### config.mk
export PLATFORM = sky130hd
export DESIGN_NAME = pipe_stage_reg
export DESIGN_NICKNAME = d
export VERILOG_FILES = /design/src/rtl/y86_pkg.sv /design/src/rtl/sat_counter.sv /design/src/rtl/pipe_stage_reg.sv
export SDC_FILE = /design/constraint.sdc
export NUM_CORES = 1
export LEC_CHECK = 0
export CORE_AREA = 2 2 197 199
export CTS_CLUSTER_SIZE = 14
export DETAILED_ROUTE_END_ITERATION = 10
export DIE_AREA = 0 0 199 201
export PLACE_DENSITY = 0.6
export RECOVER_POWER = 25
export SYNTH_ARGS = -nofsm -noshare
export SYNTH_HDL_FRONTEND = slang
export SYNTH_SLANG_ARGS = --single-unit
### constraint.sdc
create_clock -name clk_i -period 5 [get_ports clk_i]
set_clock_uncertainty 0.05 [all_clocks]
set_input_delay 0.75 -clock clk_i [delete_from_list [all_inputs] [get_ports clk_i]]
set_output_delay 0.75 -clock clk_i [all_outputs]
set_load 0.02 [all_outputs]
### src/rtl/y86_pkg.sv
// Shared Y86 pipeline constants: status codes, instruction codes, register IDs
// and small helpers used by the pipeline boundary registers.
package y86_pkg;

    // Width of every nibble-sized field (stat, icode, ifun, register IDs)
    localparam int NIBBLE = 4;

    // Status codes
    localparam logic [NIBBLE-1:0] SBUB = 4'h0;
    localparam logic [NIBBLE-1:0] SAOK = 4'h1;
    localparam logic [NIBBLE-1:0] SHLT = 4'h2;
    localparam logic [NIBBLE-1:0] SADR = 4'h3;
    localparam logic [NIBBLE-1:0] SINS = 4'h4;

    // Instruction codes
    localparam logic [NIBBLE-1:0] IHALT   = 4'h0;
    localparam logic [NIBBLE-1:0] INOP    = 4'h1;
    localparam logic [NIBBLE-1:0] IRRMOVQ = 4'h2;
    localparam logic [NIBBLE-1:0] IIRMOVQ = 4'h3;
    localparam logic [NIBBLE-1:0] IRMMOVQ = 4'h4;
    localparam logic [NIBBLE-1:0] IMRMOVQ = 4'h5;
    localparam logic [NIBBLE-1:0] IOPQ    = 4'h6;
    localparam logic [NIBBLE-1:0] IJXX    = 4'h7;
    localparam logic [NIBBLE-1:0] ICALL   = 4'h8;
    localparam logic [NIBBLE-1:0] IRET    = 4'h9;
    localparam logic [NIBBLE-1:0] IPUSHQ  = 4'hA;
    localparam logic [NIBBLE-1:0] IPOPQ   = 4'hB;

    // Function code used by a bubble
    localparam logic [NIBBLE-1:0] FNONE = 4'h0;

    // "No register" identifier
    localparam logic [NIBBLE-1:0] RNONE = 4'hF;

    // Index of each event counter inside a boundary register
    localparam int CNT_STALL  = 0;
    localparam int CNT_BUBBLE = 1;
    localparam int CNT_NUM    = 2;

    // Helper: true when a status nibble marks a bubble rather than an instruction
    function automatic logic is_bubble_stat(input logic [NIBBLE-1:0] stat);
        return (stat == SBUB);
    endfunction

endpackage

### src/rtl/sat_counter.sv
// Saturating event counter: counts inc pulses, sticks at all-ones, and a
// synchronous clear overrides an increment in the same cycle.
module sat_counter
    import y86_pkg::*;
#(
    parameter int CW = 32
) (
    input  logic          clk_i,
    input  logic          rstn_i,
    input  logic          clr_i,
    input  logic          inc_i,
    output logic [CW-1:0] count_o
);

    localparam logic [CW-1:0] CNT_MAX = '1;

    logic [CW-1:0] count_reg;
    logic [CW-1:0] count_next;

    // Next count: clear wins, otherwise increment until saturated
    always_comb begin
        count_next = count_reg;
        if (clr_i) begin
            count_next = '0;
        end else if (inc_i && (count_reg != CNT_MAX)) begin
            count_next = count_reg + 1'b1;
        end
    end

    // Count register with asynchronous reset to zero
    always_ff @(posedge clk_i or negedge rstn_i) begin
        if (!rstn_i) begin
            count_reg <= '0;
        end else begin
            count_reg <= count_next;
        end
    end

    assign count_o = count_reg;

endmodule

### src/rtl/pipe_stage_reg.sv
// Pipeline boundary register for one Y86 stage: captures an instruction
// bundle per cycle, with stall (hold), bubble (NOP inject) and saturating
// stall/bubble event counters. Every output comes straight from a flop.
module pipe_stage_reg
    import y86_pkg::*;
#(
    parameter int DW         = 64,
    parameter int CW         = 32,
    parameter bit RST_BUBBLE = 1'b1
) (
    input  logic              clk_i,
    input  logic              rstn_i,
    input  logic              stall_i,
    input  logic              bubble_i,
    input  logic              cnt_clr_i,
    input  logic [NIBBLE-1:0] in_stat_i,
    input  logic [NIBBLE-1:0] in_icode_i,
    input  logic [NIBBLE-1:0] in_ifun_i,
    input  logic [DW-1:0]     in_valC_i,
    input  logic [DW-1:0]     in_valA_i,
    input  logic [DW-1:0]     in_valB_i,
    input  logic [NIBBLE-1:0] in_srcA_i,
    input  logic [NIBBLE-1:0] in_srcB_i,
    input  logic [NIBBLE-1:0] in_dstE_i,
    input  logic [NIBBLE-1:0] in_dstM_i,
    output logic [NIBBLE-1:0] out_stat_o,
    output logic [NIBBLE-1:0] out_icode_o,
    output logic [NIBBLE-1:0] out_ifun_o,
    output logic [DW-1:0]     out_valC_o,
    output logic [DW-1:0]     out_valA_o,
    output logic [DW-1:0]     out_valB_o,
    output logic [NIBBLE-1:0] out_srcA_o,
    output logic [NIBBLE-1:0] out_srcB_o,
    output logic [NIBBLE-1:0] out_dstE_o,
    output logic [NIBBLE-1:0] out_dstM_o,
    output logic              valid_o,
    output logic [CW-1:0]     stall_cnt_o,
    output logic [CW-1:0]     bubble_cnt_o,
    output logic              conflict_o
);

    // Bundle layout depends on DW, so the struct is declared here
    typedef struct packed {
        logic [NIBBLE-1:0] stat;
        logic [NIBBLE-1:0] icode;
        logic [NIBBLE-1:0] ifun;
        logic [DW-1:0]     valC;
        logic [DW-1:0]     valA;
        logic [DW-1:0]     valB;
        logic [NIBBLE-1:0] srcA;
        logic [NIBBLE-1:0] srcB;
        logic [NIBBLE-1:0] dstE;
        logic [NIBBLE-1:0] dstM;
    } stage_bundle_t;

    localparam stage_bundle_t BUBBLE_BUNDLE = '{
        stat:  SBUB,
        icode: INOP,
        ifun:  FNONE,
        valC:  '0,
        valA:  '0,
        valB:  '0,
        srcA:  RNONE,
        srcB:  RNONE,
        dstE:  RNONE,
        dstM:  RNONE
    };

    // Legacy boundaries reset to all zeros instead of a bubble
    localparam stage_bundle_t RESET_BUNDLE = RST_BUBBLE ? BUBBLE_BUNDLE : stage_bundle_t'('0);

    stage_bundle_t bundle_in;
    stage_bundle_t bundle_reg;
    stage_bundle_t bundle_next;
    logic          valid_reg;
    logic          valid_next;
    logic          conflict_reg;
    logic          conflict_next;

    logic [CNT_NUM-1:0] cnt_inc;
    logic [CW-1:0]      cnt_val [CNT_NUM];

    // Gather the upstream fields into one bundle
    always_comb begin
        bundle_in       = BUBBLE_BUNDLE;
        bundle_in.stat  = in_stat_i;
        bundle_in.icode = in_icode_i;
        bundle_in.ifun  = in_ifun_i;
        bundle_in.valC  = in_valC_i;
        bundle_in.valA  = in_valA_i;
        bundle_in.valB  = in_valB_i;
        bundle_in.srcA  = in_srcA_i;
        bundle_in.srcB  = in_srcB_i;
        bundle_in.dstE  = in_dstE_i;
        bundle_in.dstM  = in_dstM_i;
    end

    // Next bundle: bubble beats stall, stall holds, otherwise capture upstream
    always_comb begin
        bundle_next   = bundle_reg;
        valid_next    = valid_reg;
        conflict_next = stall_i & bubble_i;
        if (bubble_i) begin
            bundle_next = BUBBLE_BUNDLE;
            valid_next  = 1'b0;
        end else if (!stall_i) begin
            bundle_next = bundle_in;
            valid_next  = 1'b1;
        end
    end

    // Bundle, valid and conflict registers with asynchronous reset
    always_ff @(posedge clk_i or negedge rstn_i) begin
        if (!rstn_i) begin
            bundle_reg   <= RESET_BUNDLE;
            valid_reg    <= 1'b0;
            conflict_reg <= 1'b0;
        end else begin
            bundle_reg   <= bundle_next;
            valid_reg    <= valid_next;
            conflict_reg <= conflict_next;
        end
    end

    // A stall only counts when a bubble does not override it
    assign cnt_inc[CNT_STALL]  = stall_i & ~bubble_i;
    assign cnt_inc[CNT_BUBBLE] = bubble_i;

    genvar gi;
    generate
        for (gi = 0; gi < CNT_NUM; gi++) begin : g_cnt
            sat_counter #(
                .CW(CW)
            ) u_cnt (
                .clk_i   (clk_i),
                .rstn_i  (rstn_i),
                .clr_i   (cnt_clr_i),
                .inc_i   (cnt_inc[gi]),
                .count_o (cnt_val[gi])
            );
        end
    endgenerate

    assign out_stat_o   = bundle_reg.stat;
    assign out_icode_o  = bundle_reg.icode;
    assign out_ifun_o   = bundle_reg.ifun;
    assign out_valC_o   = bundle_reg.valC;
    assign out_valA_o   = bundle_reg.valA;
    assign out_valB_o   = bundle_reg.valB;
    assign out_srcA_o   = bundle_reg.srcA;
    assign out_srcB_o   = bundle_reg.srcB;
    assign out_dstE_o   = bundle_reg.dstE;
    assign out_dstM_o   = bundle_reg.dstM;
    assign valid_o      = valid_reg;
    assign conflict_o   = conflict_reg;
    assign stall_cnt_o  = cnt_val[CNT_STALL];
    assign bubble_cnt_o = cnt_val[CNT_BUBBLE];

endmodule

* After elaboration in Yosys (flattened, before gate mapping)
Index checks and enable logic that the tools add are counted.
Word-level totals: register bits 286, output and inout port bits 286
Cells by class: add/sub/neg operators 2, mux-type cells 8, equal/unequal tests 3, reduce and logical (&&, ||, !) cells 4, bitwise operators 3
Operators by type and width (number):
- 220-bit two-way mux | 2
- 32-bit two-way mux | 4
- 32-bit by 1-bit adder with 32-bit output (second input constant) | 2
- 32-bit inequality test (second input constant) | 2
- 2-bit nonzero test | 2
- 1-bit AND | 2
- 1-bit logical AND | 2
- 1-bit two-way mux | 2
- 2-bit by 1-bit inequality test with 1-bit output (second input constant) | 1
- 1-bit NOT | 1

* Logic depth before layout (Yosys ltp)
word-level depth 5, mapped depth 8

* Modules after synthesis
A second synthesis with hierarchy kept.
Second synthesis, totals: cell total of the unflattened synthesis 1114, area total of the unflattened synthesis 12927.4 um2
By module, submodules not included:
- pipe_stage_reg | area an instance 9218.8 um2, cells an instance 718, sequential area each 5576.6 um2, times used 1
- sat_counter | area an instance 1854.3 um2, cells an instance 198, sequential area each 800.8 um2, times used 2

* Least setup slack after synthesis
Ideal clock, no wire load.
path type in2reg, start point in bubble_i, end point reg g_cnt[0].u_cnt.count_reg[12], arrival 2.193 ns, buffers on the path 1, cell stages on the path 6, library setup time 0.078 ns, setup slack 2.679 ns, cell sequence buf_2 > nand2b_1 > nor4_1 > o21ai_0 > or3_1 > a21oi_1
On the way: cells in the longest elaborated chain, start to end 4
Ends and longest elaborated chain:
- start: declaration | RTL line pipe_stage_reg.sv:14 | input logic bubble_i,
- 1-bit NOT | RTL line pipe_stage_reg.sv:126 | assign cnt_inc[CNT_STALL] = stall_i & ~bubble_i;
- 1-bit AND | RTL line pipe_stage_reg.sv:126
- 1-bit logical AND | RTL line sat_counter.sv:25 | end else if (inc_i && (count_reg != CNT_MAX)) begin
- 2-bit nonzero test (no line)
- end signal: assignment | RTL line sat_counter.sv:35 | count_reg <= count_next;
- end: declaration | RTL line sat_counter.sv:17 | logic [CW-1:0] count_reg;
Every way passes these cells. A chain may end at the register's enable or synchronous reset.

* Final worst setup path
start point reg g_cnt[1].u_cnt.count_reg[0], end point reg g_cnt[1].u_cnt.count_reg[5]
On the way: cells in the longest elaborated chain, start to end 3, elaborated cells on any way between the ends 6, those cells by class add/sub (1); eq/ne (1); mux (2); reduce/logical (2)
Ends and longest elaborated chain (RTL line):
- start: declaration | sat_counter.sv:17
- start signal: assignment | sat_counter.sv:35
- 32-bit by 1-bit adder with 32-bit output or 32-bit inequality test (tied branches) | sat_counter.sv:26, sat_counter.sv:25
- 32-bit two-way mux or 1-bit logical AND (tied branches) | sat_counter.sv:25
- 32-bit two-way mux or 2-bit nonzero test (tied branches)
Several ways; a longest one is shown, not always the timed one. The select of a mux whose other input is x is not followed.

==> run summary <==
post_cts resized = 0
WS Path Type = reg2reg
Overflow after GRT = 0
multi-input gate area in the final layout = 4860 um^2
Design Area, Final = 19090 um^2
CP max FO = 33
most frequent cells in the layout = 506 x clkdlybuf4s50_1, 269 x dfrtp_1, 222 x mux2i_1
Area Growth Syn to Fin = 54.42%
EDFF count, synth = 0
Final Hold Viols = 0
port bufs = 510
# hold bufs at CTS = 0
R2R Path Start = g_cnt[1].u_cnt.count_o[0]$_DFFE_PN0P_
Compound-Gate Fraction of Synth Area = 5.192%
IO Pins = 511
Slew HR = -68.80%
startpoint types = register
crit path cell chain = ha_1 > nand4_4 > nor4_4 > a31o_2 > nor3_1 > mux2_4
Synth Area in Simple Gates = 15.02%
period utilization = 54.15%
worst-case vdd ir drop = 0.2847 mV
Seq cells post-synth = 286
RSZ-0062 raised after global routing = false
CP endpoint kind = register
Cells after Synth = 1097
total global-route track usage = 20.57%
initial antenna violation count = 7
Reg clk slew, reported paths = 0.05 ns
max-slew violations = 95
CTS tree = built
outcome = complete, but fails checks
antenna viol nets, final = 0
synth warn = 0
Cells on Worst Hold Path = 2
Initial Util = 32.44%
Post-Synth Adder-Cell Area = 0.2024%
Reg2Reg Setup Slack = 2.29 ns
CP required = 5.35 ns
Die W = 199 um
setup violators final = 0
Netlist cell types = 48
GP Congestion = 0.8490
setup TNS = 0 ns
crit path time final = 2.708 ns
share of post-route cells with drive strength above 1 = 5.912%
vias per inst = 4.792
# DRC = 0
Placed Instance Area = 17930 um^2
Hold Path Class = reg2reg
largest net degree at the start of global routing = 130
Synth Area per Inst = 11.27 um^2
Vias = 10200
WL/cell = 19.52 um
core box area = 38110 um^2
clock tree buffer depth = 3
CTS Buf Count = 35
Post-Syn Area = 12360 um^2
sequential share of the synthesized area = 58.07%
failing checks = capacitance limit, slew limit
FF+latch area = 7178 um^2
DRT Pass-1 Iters = 4
CTS H-tree lvls = 2
Static Leak = 8.463 nW
drt total wl = 41.53 mm
Cell Pwr Density = 310.5 nW/um^2
Worst EP arrival = 3.06 ns
fmax = 369.3 MHz
Setup Fix Bufs, Post-CTS = 0
CP endpoint = g_cnt[1].u_cnt.count_o[5]$_DFFE_PN0P_
Primary FF master, synth = dfrtp_1
max cap viols = 1
clock latency at the later pin of the worst-skew pair = 0.52 ns
worst-path cell with the longest stage delay = a31o_2
Async S/R FF share, synth = 100.0%
filler instances = 3521
first-pass GRT wire length = 63.36 mm
row count = 72
DP Wirelength = 29.65 mm
Die Span Y = 201 um
syn nets = 1324
Root Driver = clkbuf_16
vias in the first global route = 10230
post-synthesis mux area share = 18.19%
worst-margin pin slew = 2.532 ns
R2R Path End = g_cnt[1].u_cnt.count_o[5]$_DFFE_PN0P_
most common cell after layout, fill and taps aside = clkdlybuf4s50_1
clk sinks = 286
die area = 40000 um^2
Final Net Count = 1812
main combinational cell family by area after synthesis = multiplexers
WHS = 0.4634 ns
CP startpoint = g_cnt[1].u_cnt.count_o[0]$_DFFE_PN0P_
Largest stage delay, worst path = 0.65 ns
Worst R2R Path Depth = 6
Post-Synth XOR/XNOR Area = 0.7085%
DRT iter0 DRCs = 439
-- Yosys cell counts (all sizes together), types with 3 or more instances --
cell    instances  area (um^2)
nor4            7        65.06
dfrtp         269         6731
or4            15        112.6
clkbuf         30        113.9
nand3          25        130.1
buf            36        168.9
and3            7        43.79
dfstp          17        446.7
and2            5        31.28
xnor2           3        26.28
inv            11        41.29
or3            34        217.7
nor2b           4        25.02
o211ai          4        35.03
and4           10        87.58
o31ai          16        130.1
nand4          12        102.6
nor2          220        825.8
o21ai          35        175.2
a21oi          48        240.2
xor2            7        61.31
mux2i         222         2222
nand2          43        161.4
-- routing by layer --
metal	share of wire (%)	GRT usage [%]	vias to the layer above	wire (um)
li1	-	-	4804	-
met1	41	25.44	5023	16870
met2	49	34.05	320	20300
met3	8.8	7.073	47	3635
met4	1.7	5.677	4	708
met5	0.055	0	-	23
-- state kept, by name, indices dropped and copies added (netlist names) --
| name | count |
|---|---|
| g_cnt.u_cnt.count_o | 64 |
| out_valA_o | 64 |
| out_valB_o | 64 |
| out_valC_o | 64 |
| out_dstE_o | 4 |
| out_dstM_o | 4 |
| out_icode_o | 4 |
| out_ifun_o | 4 |
| out_srcA_o | 4 |
| out_srcB_o | 4 |
| out_stat_o | 4 |
| conflict_o | 1 |
| valid_o | 1 |
-- how the worst min path moves through the flow --
stage,start,slack (ns),end
2_1_floorplan,rstn_i,0.40,conflict_o$_DFF_PN0_
3_3_place_gp,out_valB_o[37]$_DFFE_PN0N_,0.45,out_valB_o[37]$_DFFE_PN0N_
3_5_place_dp,valid_o$_DFFE_PN0N_,0.46,valid_o$_DFFE_PN0N_
4_1_cts,rstn_i,0.21,out_valC_o[48]$_DFFE_PN0N_
5_1_grt,out_valA_o[60]$_DFFE_PN0N_,0.49,out_valA_o[60]$_DFFE_PN0N_
6_report,valid_o$_DFFE_PN0N_,0.46,valid_o$_DFFE_PN0N_
-- critical path: cells and delay by family, from the launching register on --
family	cells	cell delay, ns
adders and majority gates	1	0.26
and+or+nand+nor	3	0.87
DFF	1	0.42
AOI/OAI and AO/OA	1	0.65
muxes	1	0.32
-- logic make-up after synthesis --
group           after synthesis
simple gates                388
flops                       286
mux                         224
compound gates              110
buf+inv                      77
xor+xnor                     10
fa+ha+maj                     2
-- where the power goes --
group          internal [mW]  switching [mW]
clock                   1.60           0.964
sequential              2.43          0.0585
combinational          0.442           0.432
total                   4.47            1.45
-- final cells by class --
cell class	instances	share of cell area (%)
antenna	3	0.03933
sequential	286	37.60
inverter	11	0.2163
clock buffer	53	5.532
tap	518	3.395
timing repair buffer	517	27.19
clock inverter	6	0.5637
multi-input combinational	734	25.46
-- stage by stage --
step | setup slack, ns | std cells | power, mW | util [%]
after floorplan | 2.679 | 1097 | 2.887 | -
final | 2.292 | 2128 | 5.927 | 50.10
after CTS | 2.305 | 2125 | 6.035 | 50.10
after global placement | 1.970 | 2066 | 3.403 | 47.05
after global routing | 2.002 | 2126 | 6.187 | 50.08
after detailed placement | 1.909 | 2066 | 3.411 | 47.05
(Power assumes the default switching activity.)
